==> config.mk <==
export PLATFORM = sky130hd
export DESIGN_NAME = wb_write_queue
export DESIGN_NICKNAME = d
export VERILOG_FILES = /design/src/rtl/wb_write_queue.sv
export SDC_FILE = /design/constraint.sdc
export NUM_CORES = 1
export LEC_CHECK = 0
export BUFFER_PORTS_ARGS = -buffer_cell sky130_fd_sc_hd__buf_4
export CORE_MARGIN = 3
export CORE_UTILIZATION = 40
export DETAILED_ROUTE_END_ITERATION = 6
export HOLD_SLACK_MARGIN = 0.08
export MAX_ROUTING_LAYER = met4
export PLACE_DENSITY_LB_ADDON = 0.1
export SLEW_MARGIN = 20
export SYNTH_ARGS = -nofsm -noshare
export SYNTH_HDL_FRONTEND = slang
export SYNTH_SLANG_ARGS = --single-unit
==> constraint.sdc <==
create_clock -name clk -period 5.9 [get_ports clk]
set_clock_uncertainty 0.2 [all_clocks]
set_input_delay 0.59 -clock clk [delete_from_list [all_inputs] [get_ports clk]]
set_output_delay 0.59 -clock clk [all_outputs]
set_load 0.1 [all_outputs]
==> src/rtl/wb_write_queue.sv <==
// Write-back stage: selects the result, queues up to two register-file writes
// and forwards queued values to EX. Optional retire counter: WB_RETIRE_CNT_EN.
module wb_write_queue #(
  parameter int DATA_W   = 64,
  parameter int ADDR_W   = 5,
  parameter int ZERO_REG = 31
) (
  input  logic              clk,
  input  logic              reset,
  input  logic              mem_valid,
  output logic              mem_ready,
  input  logic              flush,
  input  logic              mem_regwrite,
  input  logic              mem_memtoreg,
  input  logic [ADDR_W-1:0] mem_rd,
  input  logic [DATA_W-1:0] mem_alu_result,
  input  logic [DATA_W-1:0] mem_load_data,
  output logic              wb_we,
  output logic [ADDR_W-1:0] wb_waddr,
  output logic [DATA_W-1:0] wb_wdata,
  input  logic              rf_ready,
  input  logic [ADDR_W-1:0] fwd_addr,
  output logic              fwd_hit,
  output logic [DATA_W-1:0] fwd_data
`ifdef WB_RETIRE_CNT_EN
  ,
  output logic [31:0]       retire_count
`endif
);

  localparam logic [1:0] EMPTY = 2'd0;
  localparam logic [1:0] ONE   = 2'd1;
  localparam logic [1:0] TWO   = 2'd2;
  localparam logic [ADDR_W-1:0] ZR = ADDR_W'(ZERO_REG);

  logic [1:0]        count_q, count_d;
  logic [ADDR_W-1:0] head_rd_q, head_rd_d;
  logic [ADDR_W-1:0] tail_rd_q, tail_rd_d;
  logic [DATA_W-1:0] head_data_q, head_data_d;
  logic [DATA_W-1:0] tail_data_q, tail_data_d;
  logic              accept, enq, pop;
  logic [DATA_W-1:0] new_data;

  assign mem_ready = (count_q < TWO);
  assign accept    = mem_valid && mem_ready && !flush;
  assign enq       = accept && mem_regwrite && (mem_rd != ZR);
  assign pop       = (count_q != EMPTY) && rf_ready;
  assign new_data  = mem_memtoreg ? mem_load_data : mem_alu_result;

  always_ff @(posedge clk or posedge reset) begin
    if (reset) begin
      count_q     <= EMPTY;
      head_rd_q   <= '0;
      head_data_q <= '0;
      tail_rd_q   <= '0;
      tail_data_q <= '0;
    end else begin
      count_q     <= count_d;
      head_rd_q   <= head_rd_d;
      head_data_q <= head_data_d;
      tail_rd_q   <= tail_rd_d;
      tail_data_q <= tail_data_d;
    end
  end

  // Vacated slots are zeroed so the head reads 0 whenever the queue is empty
  always_comb begin
    count_d     = count_q;
    head_rd_d   = head_rd_q;
    head_data_d = head_data_q;
    tail_rd_d   = tail_rd_q;
    tail_data_d = tail_data_q;
    unique case (count_q)
      EMPTY: begin
        if (enq) begin
          count_d     = ONE;
          head_rd_d   = mem_rd;
          head_data_d = new_data;
        end
      end
      ONE: begin
        if (enq && pop) begin
          head_rd_d   = mem_rd;
          head_data_d = new_data;
        end else if (enq) begin
          count_d     = TWO;
          tail_rd_d   = mem_rd;
          tail_data_d = new_data;
        end else if (pop) begin
          count_d     = EMPTY;
          head_rd_d   = '0;
          head_data_d = '0;
        end
      end
      TWO: begin
        if (pop) begin
          count_d     = ONE;
          head_rd_d   = tail_rd_q;
          head_data_d = tail_data_q;
          tail_rd_d   = '0;
          tail_data_d = '0;
        end
      end
      default: begin
        count_d     = EMPTY;
        head_rd_d   = '0;
        head_data_d = '0;
        tail_rd_d   = '0;
        tail_data_d = '0;
      end
    endcase
  end

  always_comb begin
    wb_we    = (count_q != EMPTY);
    wb_waddr = head_rd_q;
    wb_wdata = head_data_q;
    fwd_hit  = 1'b0;
    fwd_data = '0;
    if (fwd_addr != ZR) begin
      if (count_q == TWO && tail_rd_q == fwd_addr) begin
        fwd_hit  = 1'b1;
        fwd_data = tail_data_q;
      end else if (count_q != EMPTY && head_rd_q == fwd_addr) begin
        fwd_hit  = 1'b1;
        fwd_data = head_data_q;
      end
    end
  end

`ifdef WB_RETIRE_CNT_EN
  always_ff @(posedge clk or posedge reset) begin
    if (reset) begin
      retire_count <= '0;
    end else if (accept) begin
      retire_count <= retire_count + 32'd1;
    end
  end
`endif

endmodule

==> impl_metrics.json, run 1 <==
{
  "nFillCells": 1808,
  "grt_pass1_vias": 7868,
  "postLayoutCellArea_mm2": 0.01097,
  "cts_setup_buffers": 0,
  "finalCritPeriodShare_pct": 78.93,
  "grt_pass1_wl_um": 44940,
  "multi_input_comb_area_mm2": 0.004307,
  "clock_sinks": 140,
  "crit_top_cell": "buf_4",
  "routed_wirelength_um": 28890,
  "power_frac_seq_pct": 33.2,
  "h-tree-depth": 4,
  "slew_viol_final": 0,
  "synthArstFlopShare_pct": 100.0,
  "ys_warn_count": 0,
  "postPlaceCellArea_mm2": 0.01041,
  "fin_hold_ws_ns": 0.09253,
  "synthCells": 852,
  "cp_max_fo": 103,
  "drive_above_1_share_pct": 31.54,
  "arrival_ns": 3.87,
  "post-synth-top-count-cell": "dfrtp_1",
  "die_w_um": 149.6,
  "dr.pass1.iters": 5,
  "dieArea_mm2": 0.02237,
  "start_util_pct": 41.54,
  "grt_max_degree": 104,
  "grt-ovfl-total": 0,
  "drv_cap": 0,
  "vias": 8040,
  "antenna_found_initial": 0,
  "fp-row-count": 51,
  "dp_cells": 1314,
  "clock_path_buffers": 2,
  "yosysTopAreaCellShare_pct": 42.50,
  "drc_errors": 0,
  "peakVddDrop_mv": 0.2538,
  "hold_class": "in2async",
  "root_buffer": "clkbuf_16",
  "crit_slowest_cell": "dfrtp_4",
  "postCtsHoldBufs": 0,
  "required_ns": 5.11,
  "p_switching_mw": 1.816,
  "avgSynthCellArea_um2": 9.675,
  "fin_setup_tns_ns": 0,
  "num_io_pins": 281,
  "cts.clk_slew.worst_paths_ns": 0.06,
  "powerDensity_mw_per_mm2": 367.1,
  "p_int_mw": 2.210,
  "numCtsBuffers": 17,
  "yosys.area.top_type": "dfrtp_1",
  "yosys-top-cells-area": "dfrtp_1 43%, o2bb2ai_1 12%, mux2i_1 8.5%",
  "fp.dieH_um": 149.6,
  "report.final.hold_viol_count": 0,
  "cp-start-kind": "flip-flop",
  "fin_cells": 1343,
  "power_mw": 4.026,
  "postLayoutSetupSlackWorst_ns": 1.243,
  "io_buffer_count": 280,
  "seq_area_mm2": 0.003507,
  "yosysUniqueCellTypes": 35,
  "crit_type": "reg2out",
  "coreArea_mm2": 0.01985,
  "syn_area_mm2": 0.008243,
  "avgViaCountPerCell": 5.987,
  "switching_share_pct": 45.11,
  "clk_latency_ns": 0.42,
  "ys.flop_type": "dfrtp_1",
  "drt_iter0_drc": 518,
  "critPathMaxStageDelay_ns": 1.09,
  "hpwl_um": 18410,
  "syn_nets": 997,
  "fmax_ghz": 0.2147,
  "synth_edf_count": 0,
  "area_growth_pct": 33.05,
  "outcome": "completed",
  "setup_viol": 0,
  "routedWlPerCell_um": 21.51,
  "crit_path_end_kind": "primary output",
  "cts_tree": "done",
  "dp_slack_ns": 1.689,
  "comb_power_share_pct": 41.2,
  "clkPwrFrac_pct": 25.5,
  "worstPathCellList": "nor2b_1, and2_2, buf_4, nand3_1, a211oi_1, buf_4",
  "slew_headroom_pct": 28.13,
  "postRouteAntennaNets": 0,
  "synth_common_cells": "140 x dfrtp_1, 110 x o2bb2ai_1, 109 x o21ai_0",
  "tightest_slew_ns": 1.078,
  "grtUsageTotal_pct": 26.23,
  "leakagePower_nw": 4.843,
  "gp_congestion": 0.8210,
  "cts_resized": 0,
  "synth_seq_cells": 140,
  "timing.final.crit_period_ns": 4.657,
  "nets": 1213,
  "utilization_pct": 55.26,
  "rsz0062_at_grt": "false",
  "ys_seq_area_share_pct": 42.50,
  "num_antenna_cells": 0
}
[layout by cell type (no fill, tap or decap), drive strengths merged, types with 2 or more instances in the layout]
cell | netlist | routed
a21oi | 2 | 2
a22o | 53 | 53
nand2 | 47 | 47
and4 | 2 | 2
and2 | 2 | 2
a221o | 21 | 21
clkinv | 0 | 6
nand3b | 3 | 3
dfrtp | 140 | 140
mux2i | 70 | 70
clkinvlp | 0 | 4
inv | 9 | 9
nand3 | 65 | 65
buf | 45 | 297
bufinv | 0 | 2
clkbuf | 55 | 17
nor2 | 27 | 27
nor2b | 3 | 3
o22ai | 7 | 7
xnor2 | 5 | 5
xor2 | 5 | 5
o2bb2ai | 110 | 110
o21ai | 109 | 109
a211oi | 65 | 65
[cell type report]
class	count	share of cell area, %
inverters	9	0.3537
multi-input cells	603	39.27
flip-flops and latches	140	31.98
clock inverters	12	1.164
repair buffers	297	20.33
clock buffers	17	3.879
well taps	265	3.023
[power by group through the flow]
stage | clock, mW | combinational (mW) | sequential, mW
6_report | 1.03 | 1.66 | 1.34
5_1_grt | 1.10 | 1.73 | 1.37
4_1_cts | 1.05 | 1.66 | 1.34
3_5_place_dp | 0 | 1.66 | 1.35
3_3_place_gp | 0 | 1.65 | 1.35
2_1_floorplan | 0 | 0.481 | 2.08
[worst max-delay path: cells and delay by family (launching register included)]
kind	cells	cell delay [ns]
AOI/OAI and AO/OA	1	0.24
DFF	1	1.09
and+or+nand+nor	3	1.30
buffers and inverters	2	0.78
[registers in the layout, indices dropped and copies added, names as in the netlist]
name / count
count_q: 2
tail_data_q: 64
tail_rd_q: 5
wb_wdata: 64
wb_waddr: 5
[layer usage]
layer	global-route usage, %	wire, µm	part of all wire (%)	vias to the layer above
met4	6.407	340	1.2	0
met2	41.09	13800	48	277
met5	-	0	0	-
met1	35.79	12980	45	4005
met3	4.482	1767	6.1	24
li1	-	-	-	3734
[final timing paths]
kind / start / endpoint / slack (ns) / cells after the start
worst max-delay path: count_q[1] / fwd_data[42] / 1.24 / 6
worst min-delay path: reset / wb_wdata[30] / 0.09 / 2
worst max register to register: count_q[1] / tail_data_q[33] / 2.59 / 4
worst min register to register: tail_data_q[16] / tail_data_q[16] / 0.31 / 1
max in group asynchronous: reset / wb_wdata[57] / 4.13 / 3
min in group clk: mem_rd[2] / tail_rd_q[2] / 0.22 / 2
[logic make-up (layout without fill, tap and decap cells)]
family | after synthesis | after routing | synth area share (%)
buffers and inverters | 109 | 335 | 5.677
and+or+nand+nor | 152 | 152 | 8.470
AOI/OAI and AO/OA | 371 | 371 | 33.79
DFF | 140 | 140 | 42.50
xor gates and xnor gates | 10 | 10 | 1.062
muxes | 70 | 70 | 8.500
No activity file was read; power rests on OpenSTA's default activity.
==> run 2, diff against run 1 <==
==> constraint.sdc (replaced) <==
create_clock -name clk -period 4.4 [get_ports clk]
set_clock_uncertainty 0.2 [all_clocks]
set_input_delay 0.44 -clock clk [delete_from_list [all_inputs] [get_ports clk]]
set_output_delay 0.44 -clock clk [all_outputs]
set_load 0.1 [all_outputs]
==> impl_metrics.json, run 2 (synthesis results as in run 1) <==
{
  "peakVddDrop_mv": 0.4415,
  "final_common_cell": "buf_4",
  "final_cell_mix": "300 x buf_4, 139 x dfrtp_1, 110 x o2bb2ai_1",
  "report.final.hold_viol_count": 0,
  "hold_class": "in2reg",
  "numCtsBuffers": 17,
  "grt_pass1_wl_um": 44970,
  "fp-row-count": 51,
  "grt-ovfl-total": 0,
  "required_ns": 3.76,
  "dieArea_mm2": 0.02237,
  "timing.final.crit_period_ns": 3.584,
  "routedWlPerCell_um": 21.52,
  "power_mw": 5.506,
  "cp_top_family": "simple AND/OR/NAND/NOR gates",
  "clock_sinks": 140,
  "grt_pass1_vias": 7904,
  "die_w_um": 149.6,
  "fp.dieH_um": 149.6,
  "grtUsageTotal_pct": 26.30,
  "min_from": "mem_rd[0]",
  "rsz0062_at_grt": "false",
  "slew_viol_final": 0,
  "clk_latency_ns": 0.43,
  "drive_above_1_share_pct": 32.78,
  "fmax_ghz": 0.2790,
  "postLayoutSetupSlackWorst_ns": 0.8162,
  "cts.clk_slew.worst_paths_ns": 0.06,
  "nFillCells": 1800,
  "nets": 1221,
  "root_buffer": "clkbuf_16",
  "num_io_pins": 281,
  "cp_max_fo": 30,
  "cp-start-kind": "flip-flop",
  "drt_iter0_drc": 687,
  "postRouteAntennaNets": 0,
  "grt_max_degree": 102,
  "io_buffer_count": 280,
  "postLayoutCellArea_mm2": 0.01115,
  "num_antenna_cells": 0,
  "arrival_ns": 2.94,
  "critPathBufInv": 2,
  "clock_path_buffers": 2,
  "h-tree-depth": 4,
  "crit_path_end_kind": "primary output",
  "tightest_slew_ns": 1.051,
  "leakagePower_nw": 4.913,
  "crit_start": "count_q[0]",
  "powerDensity_mw_per_mm2": 494.0,
  "drc_errors": 0,
  "dr.pass1.iters": 5,
  "postPlaceCellArea_mm2": 0.01050,
  "dp_cells": 1318,
  "finalCritPeriodShare_pct": 81.45,
  "coreArea_mm2": 0.01985,
  "gp_congestion": 0.8276,
  "vias": 8084,
  "setup_viol": 0,
  "antenna_found_initial": 0,
  "cts_tree": "done",
  "utilization_pct": 56.17,
  "rr_startpoint": "count_q[0]",
  "crit_top_cell": "buf_4",
  "slew_headroom_pct": 29.90,
  "dp_slack_ns": 1.239,
  "area_growth_pct": 35.23,
  "outcome": "completed",
  "fin_cells": 1354,
  "avgViaCountPerCell": 5.970,
  "hpwl_um": 18300,
  "crit_slowest_cell": "dfrtp_1",
  "start_util_pct": 41.54,
  "drv_cap": 0,
  "critPathMaxStageDelay_ns": 0.53,
  "routed_wirelength_um": 29140,
  "worstPathCellList": "nor2b_1, and2_2, buf_4, nand3_1, a211oi_1, buf_4",
  "crit_type": "reg2out",
  "cts_resized": 0
}
[run 2: cell types whose count changed in the layout (fill, tap and decap cells not counted), sizes merged]
cell	change
buf	+4
dlygate4sd3	+4
clkbuf	+3
inv	+3
clkinv	-2
clkinvlp	-1
[run 2: final timing paths]
path	slack, ns	depth (start not counted)	end
worst max-delay path	0.82	6	fwd_data[24]
worst min-delay path	0.11	2	tail_rd_q[0]
worst max register to register	1.18	5	wb_waddr[0]
worst min register to register	0.31	1	tail_data_q[32]
max in group asynchronous	2.52	4	tail_data_q[63]
min in group asynchronous	0.49	3	tail_data_q[26]
[run 2: layer usage]
metal	GRT usage [%]	part of all wire [%]	vias up
met5	-	0	-
met4	6.041	1.1	0
met3	5.088	7.6	23
met2	41.36	47	317
met1	35.53	44	4000
li1	-	-	3744
[run 2: power by group]
part	total [mW]	switching [mW]	leakage (nW)	internal (mW)
Clock	1.48	0.599	0.289	0.885
Combinational	2.24	1.64	2.76	0.600
Sequential	1.78	0.239	1.86	1.55
[run 2: area by class of cell]
class | count | area (µm²) | share of cell area [%]
Clock inverter | 12 | 136.4 | 1.223
Multi-Input combinational cell | 603 | 4357 | 39.08
Inverter | 9 | 38.79 | 0.3480
Clock buffer | 20 | 466.7 | 4.187
Sequential cell | 140 | 3505 | 31.44
Tap cell | 265 | 331.6 | 2.975
Timing Repair Buffer | 305 | 2312 | 20.74
[run 2: stage by stage]
step | hold WS [ns] | setup TNS, ns
3_5_place_dp | 0.2977 | 0
3_3_place_gp | 0.2957 | 0
5_1_grt | 0.1158 | 0
2_1_floorplan | 0.2770 | -12.86
6_report | 0.1087 | 0
4_1_cts | 0.09413 | 0
[run 2: repair_timing]
item	4_1_cts	5_1_grt
hold buffers	4	0
buffers inserted	0	0
endpoints found under the hold margin	87	0
[run 2: worst reg2reg max path, delay by kind of cell (launching register included)]
kind | cells | cell delay (ns)
AND/OR/NAND/NOR | 2 | 1.21
AO/OA/AOI/OAI | 2 | 0.73
buffers and inverters | 1 | 0.49
flip-flops | 1 | 0.53
==> run 3, diff against run 2 <==
==> constraint.sdc (replaced) <==
create_clock -name clk -period 3.6 [get_ports clk]
set_clock_uncertainty 0.2 [all_clocks]
set_input_delay 0.36 -clock clk [delete_from_list [all_inputs] [get_ports clk]]
set_output_delay 0.36 -clock clk [all_outputs]
set_load 0.1 [all_outputs]
==> impl_metrics.json, run 3 (synthesis results as in run 1) <==
{
  "outcome": "completed",
  "hold_class": "in2reg",
  "cp_max_fo": 37,
  "leakagePower_nw": 5.199,
  "timing.final.crit_period_ns": 3.278,
  "coreArea_mm2": 0.01985,
  "area_growth_pct": 43.63,
  "required_ns": 3.04,
  "fp.dieH_um": 149.6,
  "hold_depth": 3,
  "arrival_ns": 2.72,
  "worstPathCellList": "nor2b_1, and2_2, buf_4, nand3_1, a211oi_1, buf_4",
  "grtUsageTotal_pct": 27.18,
  "tightest_slew_ns": 1.018,
  "dieArea_mm2": 0.02237,
  "min_to": "tail_data_q[27]",
  "crit_slowest_cell": "dfrtp_1",
  "critPathMaxStageDelay_ns": 0.52,
  "rr_startpoint": "count_q[1]",
  "routedWlPerCell_um": 21.28,
  "io_buffer_count": 280,
  "finalCritPeriodShare_pct": 91.06,
  "fp-row-count": 51,
  "cts_resized": 0,
  "gp_congestion": 0.8220,
  "multi_input_comb_area_mm2": 0.004367,
  "cts_tree": "done",
  "grt_pass1_vias": 8447,
  "num_antenna_cells": 0,
  "grt-busiest-layer": "met2",
  "grt_util_met2_pct": 42.96,
  "drive_above_1_share_pct": 31.12,
  "postLayoutSetupSlackWorst_ns": 0.3217,
  "setup_viol": 0,
  "antenna_found_initial": 0,
  "hpwl_um": 18400,
  "postPlaceCellArea_mm2": 0.01060,
  "met1_usage_pct": 36.71,
  "crit_type": "reg2out",
  "nets": 1279,
  "final_common_cell": "buf_4",
  "seq_area_mm2": 0.003505,
  "r2r_end": "wb_wdata[41]",
  "grt_use_met3_pct": 4.573,
  "postLayoutCellArea_mm2": 0.01184,
  "slew_viol_final": 0,
  "min_from": "mem_load_data[27]",
  "rrSetupSlack_ns": 1.23,
  "vias": 8454,
  "slew_headroom_pct": 32.02,
  "final_cell_mix": "295 x buf_4, 139 x dfrtp_1, 110 x o2bb2ai_1",
  "peakVddDrop_mv": 0.3553,
  "powerDensity_mw_per_mm2": 583.3,
  "report.final.hold_viol_count": 0,
  "cts.clk_slew.worst_paths_ns": 0.06,
  "num_io_pins": 281,
  "drc_errors": 0,
  "die_w_um": 149.6,
  "crit_path_end_kind": "primary output",
  "grt_max_degree": 141,
  "h-tree-depth": 4,
  "grt_pass1_wl_um": 46950,
  "dp_slack_ns": 0.7470,
  "root_buffer": "clkbuf_16",
  "ff2ff_path_depth": 6,
  "clock_sinks": 140,
  "fmax_ghz": 0.3050,
  "drv_cap": 0,
  "clock_path_buffers": 2,
  "crit_top_cell": "buf_4",
  "grt-ovfl-total": 0,
  "nFillCells": 1697,
  "fin_setup_tns_ns": 0,
  "drt_iter0_drc": 651,
  "routed_wirelength_um": 30050,
  "start_util_pct": 41.54,
  "avgViaCountPerCell": 5.987,
  "postRouteAntennaNets": 0,
  "rsz0062_at_grt": "false",
  "dr.pass1.iters": 5,
  "numCtsBuffers": 17,
  "clk_latency_ns": 0.42,
  "cp-start-kind": "flip-flop"
}
run 3: changes by cell type in the layout (fill, tap and decap cells not counted), moves of 2 or more:
cell	before	now
clkbuf_8	3	1
dlygate4sd3_1	4	61
clkinvlp_4	3	5
bufinv_16	2	4
inv_6	4	2
buf_12	1	7
buf_4	300	295
run 3: cell type report:
type	instances	share of cell area (%)
Sequential cell	140	29.60
Tap cell	265	2.801
Multi-Input combinational cell	603	36.88
Timing Repair Buffer	363	25.05
Inverter	9	0.3171
Clock buffer	19	3.741
Clock inverter	13	1.606
run 3: worst max path at each step:
stage / startpoint / endpoint / slack (ns)
floorplan: wb_waddr[4] / fwd_data[54] / -0.97
global placement: count_q[0] / fwd_data[37] / 0.77
detailed placement: count_q[0] / fwd_data[37] / 0.75
CTS: count_q[0] / fwd_data[37] / 0.29
global route: count_q[0] / fwd_data[37] / 0.13
finish: count_q[0] / fwd_data[37] / 0.32
run 3: per-layer routing:
layer,wire [µm],up-vias
li1,-,3870
met5,0,-
met4,507,0
met2,14270,380
met3,2257,25
met1,13020,4179
run 3: repair_timing:
| item | CTS | global route |
|---|---|---|
| endpoints found under the hold margin | 177 | 0 |
| hold buffers | 61 | 0 |
| buffers inserted | 0 | 0 |
run 3: per-stage QoR:
stage / utilization (%) / total power [mW] / hold slack [ns] / instances
6_report: 59.66 / 6.905 / 0.08793 / 1412
5_1_grt: 59.66 / 7.166 / 0.09296 / 1412
4_1_cts: 59.66 / 6.926 / 0.08008 / 1412
3_5_place_dp: 53.39 / 4.958 / 0.3002 / 1319
3_3_place_gp: 53.34 / 4.936 / 0.2947 / 1319
2_1_floorplan: - / 4.211 / 0.2770 / 852
run 3: worst max-delay path: cells and delay by family, from the launching register on:
kind,cells,cell delay [ns]
compound gates,1,0.29
simple gates,3,0.72
buf+inv,2,0.75
flops,1,0.52
run 3: report_power, final:
group	switching, mW	internal, mW
Clock	0.717	1.18
Sequential	0.303	1.89
Combinational	2.02	0.792
Total	3.04	3.86
